### src/rtl/frame_gen_seq_if.sv
// MAC TX byte interface between the frame generator (master) and the MAC (slave).
// Bytes and enables flow to the MAC; the single ack flows back once per frame.
interface frame_gen_seq_if;
    logic [7:0] mac_tx_data;
    logic       mac_tx_dvld;
    logic       mac_tx_ack;
    logic       conf_tx_en;
    logic       conf_tx_jumbo_en;
    logic       conf_tx_no_gen_crc;

    modport master (
        output mac_tx_data, mac_tx_dvld, conf_tx_en, conf_tx_jumbo_en, conf_tx_no_gen_crc,
        input  mac_tx_ack
    );

    modport slave (
        input  mac_tx_data, mac_tx_dvld, conf_tx_en, conf_tx_jumbo_en, conf_tx_no_gen_crc,
        output mac_tx_ack
    );
endinterface

### src/rtl/frame_gen_seq.sv
// Ethernet test-frame generator: bursts of sequence/timestamp-stamped frames, registered outputs.
// Byte 0 is held until MAC ack, then one byte per cycle with no backpressure; gap idles between frames.
module frame_gen_seq #(
    parameter int MIN_FRAME_LEN = 60,
    parameter int MAX_FRAME_LEN = 9014,
    parameter int STD_MAX_LEN   = 1514,
    parameter int MIN_GAP       = 12,
    parameter int LEN_WIDTH     = 14,
    parameter int GAP_WIDTH     = 16,
    parameter int CNT_WIDTH     = 16
) (
    input  logic                 tx_clk,
    input  logic                 reset,
    input  logic                 start,
    input  logic                 stop,
    input  logic [47:0]          cfg_dst_mac,
    input  logic [47:0]          cfg_src_mac,
    input  logic [15:0]          cfg_eth_type,
    input  logic [LEN_WIDTH-1:0] cfg_frame_len,
    input  logic [GAP_WIDTH-1:0] cfg_gap,
    input  logic [CNT_WIDTH-1:0] cfg_count,
    input  logic [31:0]          timestamp,
    frame_gen_seq_if.master      mac,
    output logic                 busy,
    output logic [CNT_WIDTH-1:0] frames_sent
);

    typedef enum logic [2:0] {IDLE, LOAD, WAIT_ACK, SEND, GAP} state_t;

    state_t               state;
    logic [47:0]          dst_q;
    logic [47:0]          src_q;
    logic [15:0]          type_q;
    logic [LEN_WIDTH-1:0] len_q;
    logic [LEN_WIDTH-1:0] idx;
    logic [GAP_WIDTH-1:0] gap_q;
    logic [GAP_WIDTH-1:0] gap_cnt;
    logic [CNT_WIDTH-1:0] count_q;
    logic [31:0]          seq;
    logic [31:0]          ts_latch;
    logic                 stop_seen;

    logic [LEN_WIDTH-1:0] len_clamped;
    logic [GAP_WIDTH-1:0] gap_clamped;
    logic [CNT_WIDTH-1:0] sent_next;
    logic                 last_byte;
    logic                 burst_done;

    always_comb begin
        len_clamped = cfg_frame_len;
        if (cfg_frame_len < LEN_WIDTH'(MIN_FRAME_LEN)) begin
            len_clamped = LEN_WIDTH'(MIN_FRAME_LEN);
        end else if (cfg_frame_len > LEN_WIDTH'(MAX_FRAME_LEN)) begin
            len_clamped = LEN_WIDTH'(MAX_FRAME_LEN);
        end
        gap_clamped = (cfg_gap < GAP_WIDTH'(MIN_GAP)) ? GAP_WIDTH'(MIN_GAP) : cfg_gap;
    end

    assign sent_next  = frames_sent + CNT_WIDTH'(1);
    assign last_byte  = (idx == len_q - LEN_WIDTH'(1));
    // A stop arriving on the final byte still ends the burst after this frame.
    assign burst_done = ((count_q != '0) && (sent_next == count_q)) || stop_seen || stop;

    // Header occupies bytes 0..21 big-endian; the payload byte is the low byte of its index.
    function automatic logic [7:0] frame_byte(input logic [LEN_WIDTH-1:0] i);
        logic [175:0] hdr;
        logic [175:0] sh;
        hdr = {dst_q, src_q, type_q, seq, ts_latch};
        if (i < LEN_WIDTH'(22)) begin
            sh = hdr >> (8 * (21 - int'(i)));
            return sh[7:0];
        end
        return i[7:0];
    endfunction

    always_ff @(posedge tx_clk) begin
        if (reset) begin
            state                  <= IDLE;
            busy                   <= 1'b0;
            frames_sent            <= '0;
            seq                    <= '0;
            ts_latch               <= '0;
            idx                    <= '0;
            gap_cnt                <= '0;
            stop_seen              <= 1'b0;
            dst_q                  <= '0;
            src_q                  <= '0;
            type_q                 <= '0;
            len_q                  <= '0;
            gap_q                  <= '0;
            count_q                <= '0;
            mac.mac_tx_data        <= '0;
            mac.mac_tx_dvld        <= 1'b0;
            mac.conf_tx_en         <= 1'b0;
            mac.conf_tx_jumbo_en   <= 1'b0;
            mac.conf_tx_no_gen_crc <= 1'b0;
        end else begin
            mac.conf_tx_en         <= 1'b1;
            mac.conf_tx_no_gen_crc <= 1'b0;
            case (state)
                IDLE: begin
                    mac.mac_tx_dvld <= 1'b0;
                    mac.mac_tx_data <= '0;
                    if (start) begin
                        state       <= LOAD;
                        busy        <= 1'b1;
                        frames_sent <= '0;
                        seq         <= '0;
                        stop_seen   <= stop;
                    end
                end
                LOAD: begin
                    dst_q                <= cfg_dst_mac;
                    src_q                <= cfg_src_mac;
                    type_q               <= cfg_eth_type;
                    len_q                <= len_clamped;
                    gap_q                <= gap_clamped;
                    count_q              <= cfg_count;
                    mac.conf_tx_jumbo_en <= (len_clamped > LEN_WIDTH'(STD_MAX_LEN));
                    if (stop) stop_seen <= 1'b1;
                    mac.mac_tx_dvld      <= 1'b1;
                    mac.mac_tx_data      <= cfg_dst_mac[47:40];
                    state                <= WAIT_ACK;
                end
                WAIT_ACK: begin
                    if (stop) stop_seen <= 1'b1;
                    if (mac.mac_tx_ack) begin
                        ts_latch        <= timestamp;
                        idx             <= LEN_WIDTH'(1);
                        mac.mac_tx_data <= frame_byte(LEN_WIDTH'(1));
                        state           <= SEND;
                    end
                end
                SEND: begin
                    if (last_byte) begin
                        mac.mac_tx_dvld <= 1'b0;
                        mac.mac_tx_data <= '0;
                        seq             <= seq + 32'd1;
                        frames_sent     <= sent_next;
                        if (burst_done) begin
                            state <= IDLE;
                            busy  <= 1'b0;
                        end else begin
                            state   <= GAP;
                            gap_cnt <= gap_q - GAP_WIDTH'(1);
                        end
                    end else begin
                        if (stop) stop_seen <= 1'b1;
                        idx             <= idx + LEN_WIDTH'(1);
                        mac.mac_tx_data <= frame_byte(idx + LEN_WIDTH'(1));
                    end
                end
                GAP: begin
                    if (stop) begin
                        state <= IDLE;
                        busy  <= 1'b0;
                    end else if (gap_cnt == '0) begin
                        state           <= WAIT_ACK;
                        mac.mac_tx_dvld <= 1'b1;
                        mac.mac_tx_data <= dst_q[47:40];
                    end else begin
                        gap_cnt <= gap_cnt - GAP_WIDTH'(1);
                    end
                end
                default: begin
                    state           <= IDLE;
                    busy            <= 1'b0;
                    mac.mac_tx_dvld <= 1'b0;
                    mac.mac_tx_data <= '0;
                end
            endcase
        end
    end

endmodule
### src/flat_wrapper.sv
// flat-port wrapper written by rule: the top's interface ports become plain ports
module frame_gen_seq_flat 
#(
    parameter int MIN_FRAME_LEN = 60,
    parameter int MAX_FRAME_LEN = 9014,
    parameter int STD_MAX_LEN   = 1514,
    parameter int MIN_GAP       = 12,
    parameter int LEN_WIDTH     = 14,
    parameter int GAP_WIDTH     = 16,
    parameter int CNT_WIDTH     = 16
)
  (tx_clk, reset, start, stop, cfg_dst_mac, cfg_src_mac, cfg_eth_type, cfg_frame_len, cfg_gap, cfg_count, timestamp, busy, frames_sent, mac_mac_tx_data, mac_mac_tx_dvld, mac_conf_tx_en, mac_conf_tx_jumbo_en, mac_conf_tx_no_gen_crc, mac_mac_tx_ack);
  frame_gen_seq_if mac_i ();
  input  logic tx_clk;
  input  logic reset;
  input  logic start;
  input  logic stop;
  input  logic [47:0] cfg_dst_mac;
  input  logic [47:0] cfg_src_mac;
  input  logic [15:0] cfg_eth_type;
  input  logic [LEN_WIDTH-1:0] cfg_frame_len;
  input  logic [GAP_WIDTH-1:0] cfg_gap;
  input  logic [CNT_WIDTH-1:0] cfg_count;
  input  logic [31:0] timestamp;
  output logic busy;
  output logic [CNT_WIDTH-1:0] frames_sent;
  output wire logic [$bits(mac_i.mac_tx_data)-1:0] mac_mac_tx_data;
  output wire logic [$bits(mac_i.mac_tx_dvld)-1:0] mac_mac_tx_dvld;
  output wire logic [$bits(mac_i.conf_tx_en)-1:0] mac_conf_tx_en;
  output wire logic [$bits(mac_i.conf_tx_jumbo_en)-1:0] mac_conf_tx_jumbo_en;
  output wire logic [$bits(mac_i.conf_tx_no_gen_crc)-1:0] mac_conf_tx_no_gen_crc;
  input wire logic [$bits(mac_i.mac_tx_ack)-1:0] mac_mac_tx_ack;
  assign mac_mac_tx_data = mac_i.mac_tx_data;
  assign mac_mac_tx_dvld = mac_i.mac_tx_dvld;
  assign mac_conf_tx_en = mac_i.conf_tx_en;
  assign mac_conf_tx_jumbo_en = mac_i.conf_tx_jumbo_en;
  assign mac_conf_tx_no_gen_crc = mac_i.conf_tx_no_gen_crc;
  assign mac_i.mac_tx_ack = mac_mac_tx_ack;
  frame_gen_seq #(.MIN_FRAME_LEN(MIN_FRAME_LEN), .MAX_FRAME_LEN(MAX_FRAME_LEN), .STD_MAX_LEN(STD_MAX_LEN), .MIN_GAP(MIN_GAP), .LEN_WIDTH(LEN_WIDTH), .GAP_WIDTH(GAP_WIDTH), .CNT_WIDTH(CNT_WIDTH)) u_core (.tx_clk(tx_clk), .reset(reset), .start(start), .stop(stop), .cfg_dst_mac(cfg_dst_mac), .cfg_src_mac(cfg_src_mac), .cfg_eth_type(cfg_eth_type), .cfg_frame_len(cfg_frame_len), .cfg_gap(cfg_gap), .cfg_count(cfg_count), .timestamp(timestamp), .mac(mac_i), .busy(busy), .frames_sent(frames_sent));
endmodule
### config.mk
export PLATFORM = sky130hd
export DESIGN_NAME = frame_gen_seq_flat
export DESIGN_NICKNAME = d
export VERILOG_FILES = /design/src/rtl/frame_gen_seq_if.sv /design/src/rtl/frame_gen_seq.sv /design/src/flat_wrapper.sv
export SDC_FILE = /design/constraint.sdc
export NUM_CORES = 1
export LEC_CHECK = 0
export BUFFER_PORTS_ARGS = -buffer_cell sky130_fd_sc_hd__buf_2
export CORE_MARGIN = 2
export CORE_UTILIZATION = 40
export DETAILED_ROUTE_END_ITERATION = 16
export PLACE_DENSITY = 0.59
export SLEW_MARGIN = 20
export SYNTH_ARGS = -nofsm -noshare
export SYNTH_HDL_FRONTEND = slang
export SYNTH_SLANG_ARGS = --single-unit
### constraint.sdc
create_clock -name tx_clk -period 4.2 [get_ports tx_clk]
set_input_delay 0.42 -clock tx_clk [delete_from_list [all_inputs] [get_ports tx_clk]]
set_output_delay 0.42 -clock tx_clk [all_outputs]
set_load 0.005 [all_outputs]
==> flow_metrics.env, run 1 <==
export IMPL_status="finished, final reports clean"
export IMPL_insertion_delay_ns=0.53
export IMPL_rows=70
export IMPL_synth_ff_type="dfxtp_1"
export IMPL_crit_required_ns=4.65
export IMPL_power_density_mw_per_mm2=461
export IMPL_cts_resized=0
export IMPL_maxCapViolCount=0
export IMPL_core_area_mm2=0.0367
export IMPL_antenna_found_initial=8
export IMPL_worstPathArrival_ns=4.14
export IMPL_dieArea_mm2=0.0389
export IMPL_power_frac_seq_pct=39.6
export IMPL_vias_per_cell=5.73
export IMPL_fin_worst_hold_slack_ns=0.119
export IMPL_initial_utilization_pct=40.6
export IMPL_slew_headroom_pct=34.6
export IMPL_skew_ns=0.0209
export IMPL_period_share_pct=88.0
export IMPL_placed_area_mm2=0.0163
export IMPL_synth_seq_cells=284
export IMPL_postCtsSetupBuffers=0
export IMPL_clkTransAtPathRegs_ns=0.06
export IMPL_yosys_area_top_type="dfxtp_1"
export IMPL_switching_share_pct=32.5
export IMPL_ys_seq_area_share_pct=38.1
export IMPL_drtAntennaViolNets=0
export IMPL_finalSetupTns_ns=0
export IMPL_io_pins=224
export IMPL_end_kind="flop"
export IMPL_drtPass1Iterations=5
export IMPL_p_leak_nw=6.35
export IMPL_hold_violations=0
export IMPL_root_buffer="clkbuf_16"
export IMPL_critPathKind="reg -> reg"
export IMPL_synthTopCellsByArea="dfxtp_1 38%, nand2_1 10%, a21oi_1 8.2%, mux4_2 7.2%, clkbuf_1 3.0%"
export IMPL_drive_gt1_share_pct=19.6
export IMPL_numCtsBuffers=34
export IMPL_syn_area_per_cell_um2=8.08
export IMPL_postLayoutCellArea_mm2=0.0174
export IMPL_clk_path_buf_depth=3
export IMPL_worst_pin_slew_ns=0.979
export IMPL_cts_htree_levels=2
export IMPL_fillers=3673
export IMPL_netlist_instances=1847
export IMPL_synthArstFlopShare_pct=0
export IMPL_drv_slew=0
export IMPL_area_growth_pct=16.7
export IMPL_gp_congestion=0.870
export IMPL_fmax_ghz=0.270
export IMPL_syn_num_nets=2048
export IMPL_grt_max_degree=155
export IMPL_wl_per_cell_um=18.4
export IMPL_ir_worst_vdd_mv=0.268
export IMPL_comb_power_share_pct=24.8
export IMPL_tritoncts="built"
export IMPL_crit_path_max_fanout=16
export IMPL_min_period_ns=3.70
export IMPL_postRouteWirelength_um=45700
export IMPL_synth_edff_count=0
export IMPL_grt_pass1_vias=13400
export IMPL_drt_iter0_drc=810
export IMPL_power_frac_clock_pct=35.7
export IMPL_netlist_area_leader_share_pct=38.1
export IMPL_finalSetupViolations=0
export IMPL_synth_distinct_cells=81
export IMPL_p_int_mw=5.41
export IMPL_die_h_um=197
export IMPL_grt_pass1_wl_um=72800
export IMPL_hold_class="in -> reg"
export IMPL_remaining_drc_errors=0
export IMPL_synth_area_mm2=0.0149
export IMPL_grtUsageTotal_pct=23.2
export IMPL_place_hpwl_um=32000
export IMPL_clock_sinks=284
export IMPL_layout_nets=2189
export IMPL_overflow=0
export IMPL_vias=14200
export IMPL_grt_setup_unrepaired="no"
export IMPL_synth_warnings=0
export IMPL_crit_path_start_kind="flop"
export IMPL_p_switching_mw=2.61
export IMPL_die_w_um=197
export IMPL_hold_buffers=0
export IMPL_io_buffers=222
-- registers in the layout, indices dropped and copies added (netlist names), 8 cells and up --
name / flops
u_core.count_q: 16
u_core.dst_q: 48
u_core.frames_sent: 16
u_core.gap_cnt: 16
u_core.gap_q: 16
u_core.idx: 14
u_core.len_q: 14
u_core.mac.mac_tx_data: 8
u_core.seq: 32
u_core.src_q: 48
u_core.ts_latch: 32
u_core.type_q: 16
-- kinds of logic after synthesis --
family                     share of synthesized area [%]
and+or+nand+nor                                     23.4
AOI/OAI and AO/OA                                   20.4
DFF                                                 38.1
buffers and inverters                               4.33
xor gates and xnor gates                            4.52
muxes                                               8.70
adders and majority gates                          0.503
other                                             0.0251
-- Yosys cell counts, types with 11 or more instances --
library cell / n
a21oi_1: 245
a22oi_1: 31
a31oi_1: 17
and3_1: 14
buf_2: 15
clkbuf_1: 118
dfxtp_1: 284
inv_1: 20
mux2_2: 13
mux4_2: 48
nand2_1: 409
nand3_1: 37
nand4_1: 19
nor2_1: 85
nor2b_1: 13
nor3_1: 47
nor4_1: 17
o2111ai_1: 18
o211ai_1: 11
o21ai_0: 75
or3_1: 27
xnor2_1: 29
xor2_1: 48
-- final cells by class --
cell class	instances	area (µm²)	share of cell area, %
multi-input combinational	1398	8620	49.5
clock buffer	47	971	5.58
antenna	2	5.00	0.0288
clock inverter	12	110	0.633
timing repair buffer	250	1350	7.77
sequential	284	5690	32.7
tap	468	586	3.36
inverter	20	75.1	0.431
-- metrics by stage --
step | setup slack, ns | cells | power [mW] | utilization [%]
3_5_place_dp | 0.520 | 2420 | 5.22 | 44.5
6_report | 0.502 | 2481 | 8.02 | 47.4
4_1_cts | 0.508 | 2479 | 8.10 | 47.4
2_1_floorplan | 0.0416 | 1847 | 4.61 | -
3_3_place_gp | 0.665 | 2420 | 5.18 | 44.5
5_1_grt | 0.184 | 2480 | 8.47 | 47.4
-- routing by layer --
layer	vias to the layer above	part of all wire (%)	track usage (%)
met4	10	2.4	7.02
li1	6921	-	-
met2	427	46	37.3
met5	-	0.12	0
met1	6783	45	31.7
met3	74	6.4	4.37
-- cell usage in the layout (no fill, tap or decap), types with 19 or more instances in the layout --
| master | n |
|---|---|
| nor2_1 | 85 |
| or3_1 | 27 |
| xnor2_1 | 29 |
| a22oi_1 | 31 |
| clkbuf_16 | 35 |
| mux4_2 | 48 |
| nand2_1 | 409 |
| nand4_1 | 19 |
| a21oi_1 | 245 |
| inv_1 | 20 |
| buf_2 | 221 |
| nand3_1 | 37 |
| o21ai_0 | 75 |
| xor2_1 | 48 |
| dfxtp_1 | 283 |
| nor3_1 | 45 |
| buf_4 | 26 |
-- worst paths after layout --
path	startpoint	end	slack, ns	cells after the start
setup reg to reg	u_core.state[0]$_SDFFE_PP0P_	u_core.gap_cnt[14]$_SDFFE_PP0P_	0.50	11
hold reg to reg	u_core.src_q[23]$_SDFFE_PP0N_	u_core.src_q[23]$_SDFFE_PP0N_	0.45	2
hold / removal	cfg_dst_mac[26]	u_core.dst_q[26]$_SDFFE_PP0N_	0.12	3
setup / recovery	u_core.state[0]$_SDFFE_PP0P_	u_core.gap_cnt[14]$_SDFFE_PP0P_	0.50	11
-- power by group through the flow --
stage / Clock (mW) / Sequential, mW / Combinational, mW
2_1_floorplan: 0 / 3.13 / 1.48
3_3_place_gp: 0 / 3.21 / 1.97
3_5_place_dp: 0 / 3.23 / 1.99
4_1_cts: 2.93 / 3.17 / 2.00
5_1_grt: 3.05 / 3.20 / 2.22
6_report: 2.86 / 3.17 / 1.99
-- critical path, cell delays in order, from the launching register on --
cell and delay (ns):
dfxtp_1 0.50, nor3b_4 0.33, mux2i_1 0.26, ha_1 0.33
or3b_2 0.47, nor4_1 0.29, o21ai_0 0.24, or4b_1 0.61
a21oi_1 0.16, o22ai_1 0.09, a211o_1 0.26, o21ai_0 0.07
(Power assumes the default switching activity.)
==> inputs of run 2 (changes only) <==
MAX_ROUTING_LAYER = met4   (was not set)
==> run 2 against run 1 <==
  * Design area grew 0.40%
  * Combinational power is essentially flat
  * Fmax grew 1.8%
  * Count of clock-buffer cells in the layout grew 2
  * Critical path depth shrank 2
  * Cell count is the same
  * Sequential power is essentially flat
==> flow_metrics.env, run 2 (synthesis gave the netlist of run 1 again) <==
export IMPL_fmax_ghz=0.275
export IMPL_drive_gt1_share_pct=19.6
export IMPL_skew_ns=0.0168
export IMPL_area_growth_pct=17.2
export IMPL_maxCapViolCount=0
export IMPL_fillers=3617
export IMPL_end_kind="flop"
export IMPL_reg_largest_list="u_core.dst_q: 48 flops, u_core.src_q: 48 flops"
export IMPL_wl_per_cell_um=18.5
export IMPL_postCtsSetupBuffers=0
export IMPL_cts_htree_levels=2
export IMPL_dp_cells=2423
export IMPL_rows=70
export IMPL_initial_utilization_pct=40.6
export IMPL_io_buffers=222
export IMPL_period_share_pct=86.5
export IMPL_ir_worst_vdd_mv=0.308
export IMPL_slew_headroom_pct=39.1
export IMPL_power_density_mw_per_mm2=464
export IMPL_fin_util_pct=47.6
export IMPL_clock_sinks=284
export IMPL_postRouteWirelength_um=45800
export IMPL_die_w_um=197
export IMPL_worst_pin_slew_ns=0.912
export IMPL_drv_slew=0
export IMPL_finalSetupViolations=0
export IMPL_place_hpwl_um=32500
export IMPL_hold_buffers=0
export IMPL_grtUsageTotal_pct=23.9
export IMPL_finalSetupTns_ns=0
export IMPL_crit_path_start_kind="flop"
export IMPL_insertion_delay_ns=0.53
export IMPL_gp_congestion=0.900
export IMPL_root_buffer="clkbuf_16"
export IMPL_multi_input_area_mm2=0.00862
export IMPL_tritoncts="built"
export IMPL_grt_pass1_wl_um=72600
export IMPL_clk_path_buf_depth=3
export IMPL_dieArea_mm2=0.0389
export IMPL_drtAntennaViolNets=0
export IMPL_core_area_mm2=0.0367
export IMPL_vias=14100
export IMPL_critPathKind="reg -> reg"
export IMPL_worstPathArrival_ns=4.03
export IMPL_final_cell_mix="409 x nand2_1, 283 x dfxtp_1, 245 x a21oi_1, 221 x buf_2, 85 x nor2_1"
export IMPL_mostFrequentLayoutCell="nand2_1"
export IMPL_startpoint="u_core.frames_sent[0]$_SDFFE_PP0P_"
export IMPL_crit_required_ns=4.60
export IMPL_hold_class="in -> reg"
export IMPL_antenna_found_initial=3
export IMPL_hold_start="cfg_dst_mac[37]"
export IMPL_drt_iter0_drc=844
export IMPL_hold_violations=0
export IMPL_clkTransAtPathRegs_ns=0.06
export IMPL_drtPass1Iterations=5
export IMPL_seqCellArea_mm2=0.00569
export IMPL_die_h_um=197
export IMPL_overflow=0
export IMPL_status="finished, final reports clean"
export IMPL_remaining_drc_errors=0
export IMPL_vias_per_cell=5.68
export IMPL_io_pins=224
export IMPL_grt_max_degree=156
export IMPL_crit_path_max_fanout=17
export IMPL_fin_cells=2481
export IMPL_grt_setup_unrepaired="no"
export IMPL_numCtsBuffers=34
export IMPL_layout_nets=2192
export IMPL_p_leak_nw=6.38
export IMPL_reg2reg_from="u_core.frames_sent[0]$_SDFFE_PP0P_"
export IMPL_min_period_ns=3.63
export IMPL_grt_pass1_vias=13200
export IMPL_cts_resized=0
==> run 2: critical path, cell delays in order, from the launching register on <==
cell,delay [ns]
dfxtp_1,0.39
ha_1,0.35
or3b_2,0.47
a2111oi_0,0.47
a211oi_1,0.12
a211oi_1,0.20
o2111ai_1,0.30
nand3_1,0.66
a31oi_1,0.17
or3_1,0.36
==> run 2: stage by stage <==
stage | worst slack, ns | total power [mW] | hold WS [ns] | area (µm²)
floorplan | 0.0416 | 4.61 | 0.433 | 14900
global placement | 0.746 | 5.22 | 0.440 | 16400
detailed placement | 0.667 | 5.25 | 0.443 | 16400
CTS | 0.640 | 8.18 | 0.105 | 17500
global route | 0.278 | 8.54 | 0.115 | 17500
finish | 0.567 | 8.10 | 0.126 | 17500
==> run 2: cell type report <==
| cell class | count | area share, % |
|---|---|---|
| Multi-Input combinational cell | 1398 | 49.3 |
| Sequential cell | 284 | 32.6 |
| Timing Repair Buffer | 253 | 8.08 |
| Clock buffer | 49 | 5.66 |
| Tap cell | 468 | 3.35 |
| Clock inverter | 6 | 0.566 |
| Inverter | 20 | 0.430 |
| Antenna cell | 3 | 0.0430 |
==> run 2: final timing paths <==
check	to	slack (ns)	depth (start not counted)
worst min register to register	u_core.dst_q[28]$_SDFFE_PP0N_	0.45	2
worst min-delay path	u_core.dst_q[37]$_SDFFE_PP0N_	0.13	3
worst max register to register	u_core.gap_cnt[2]$_SDFFE_PP0P_	0.57	9
worst max-delay path	u_core.gap_cnt[2]$_SDFFE_PP0P_	0.57	9
==> run 2: layer usage <==
layer  part of all wire [%]  global-route usage [%]  wire (µm)  up-vias
li1                       -                       -          -     6919
met1                     46                    32.3      21200     6730
met2                     47                    37.5      21400      391
met3                    4.8                    3.35       2210       54
met4                    2.2                    6.82        995        0
met5                      0                       -          0        -
==> run 2: where the power goes <==
part           internal [mW]  switching (mW)
registers               2.95           0.230
logic                  0.805            1.21
clock network           1.76            1.16
total                   5.51            2.59
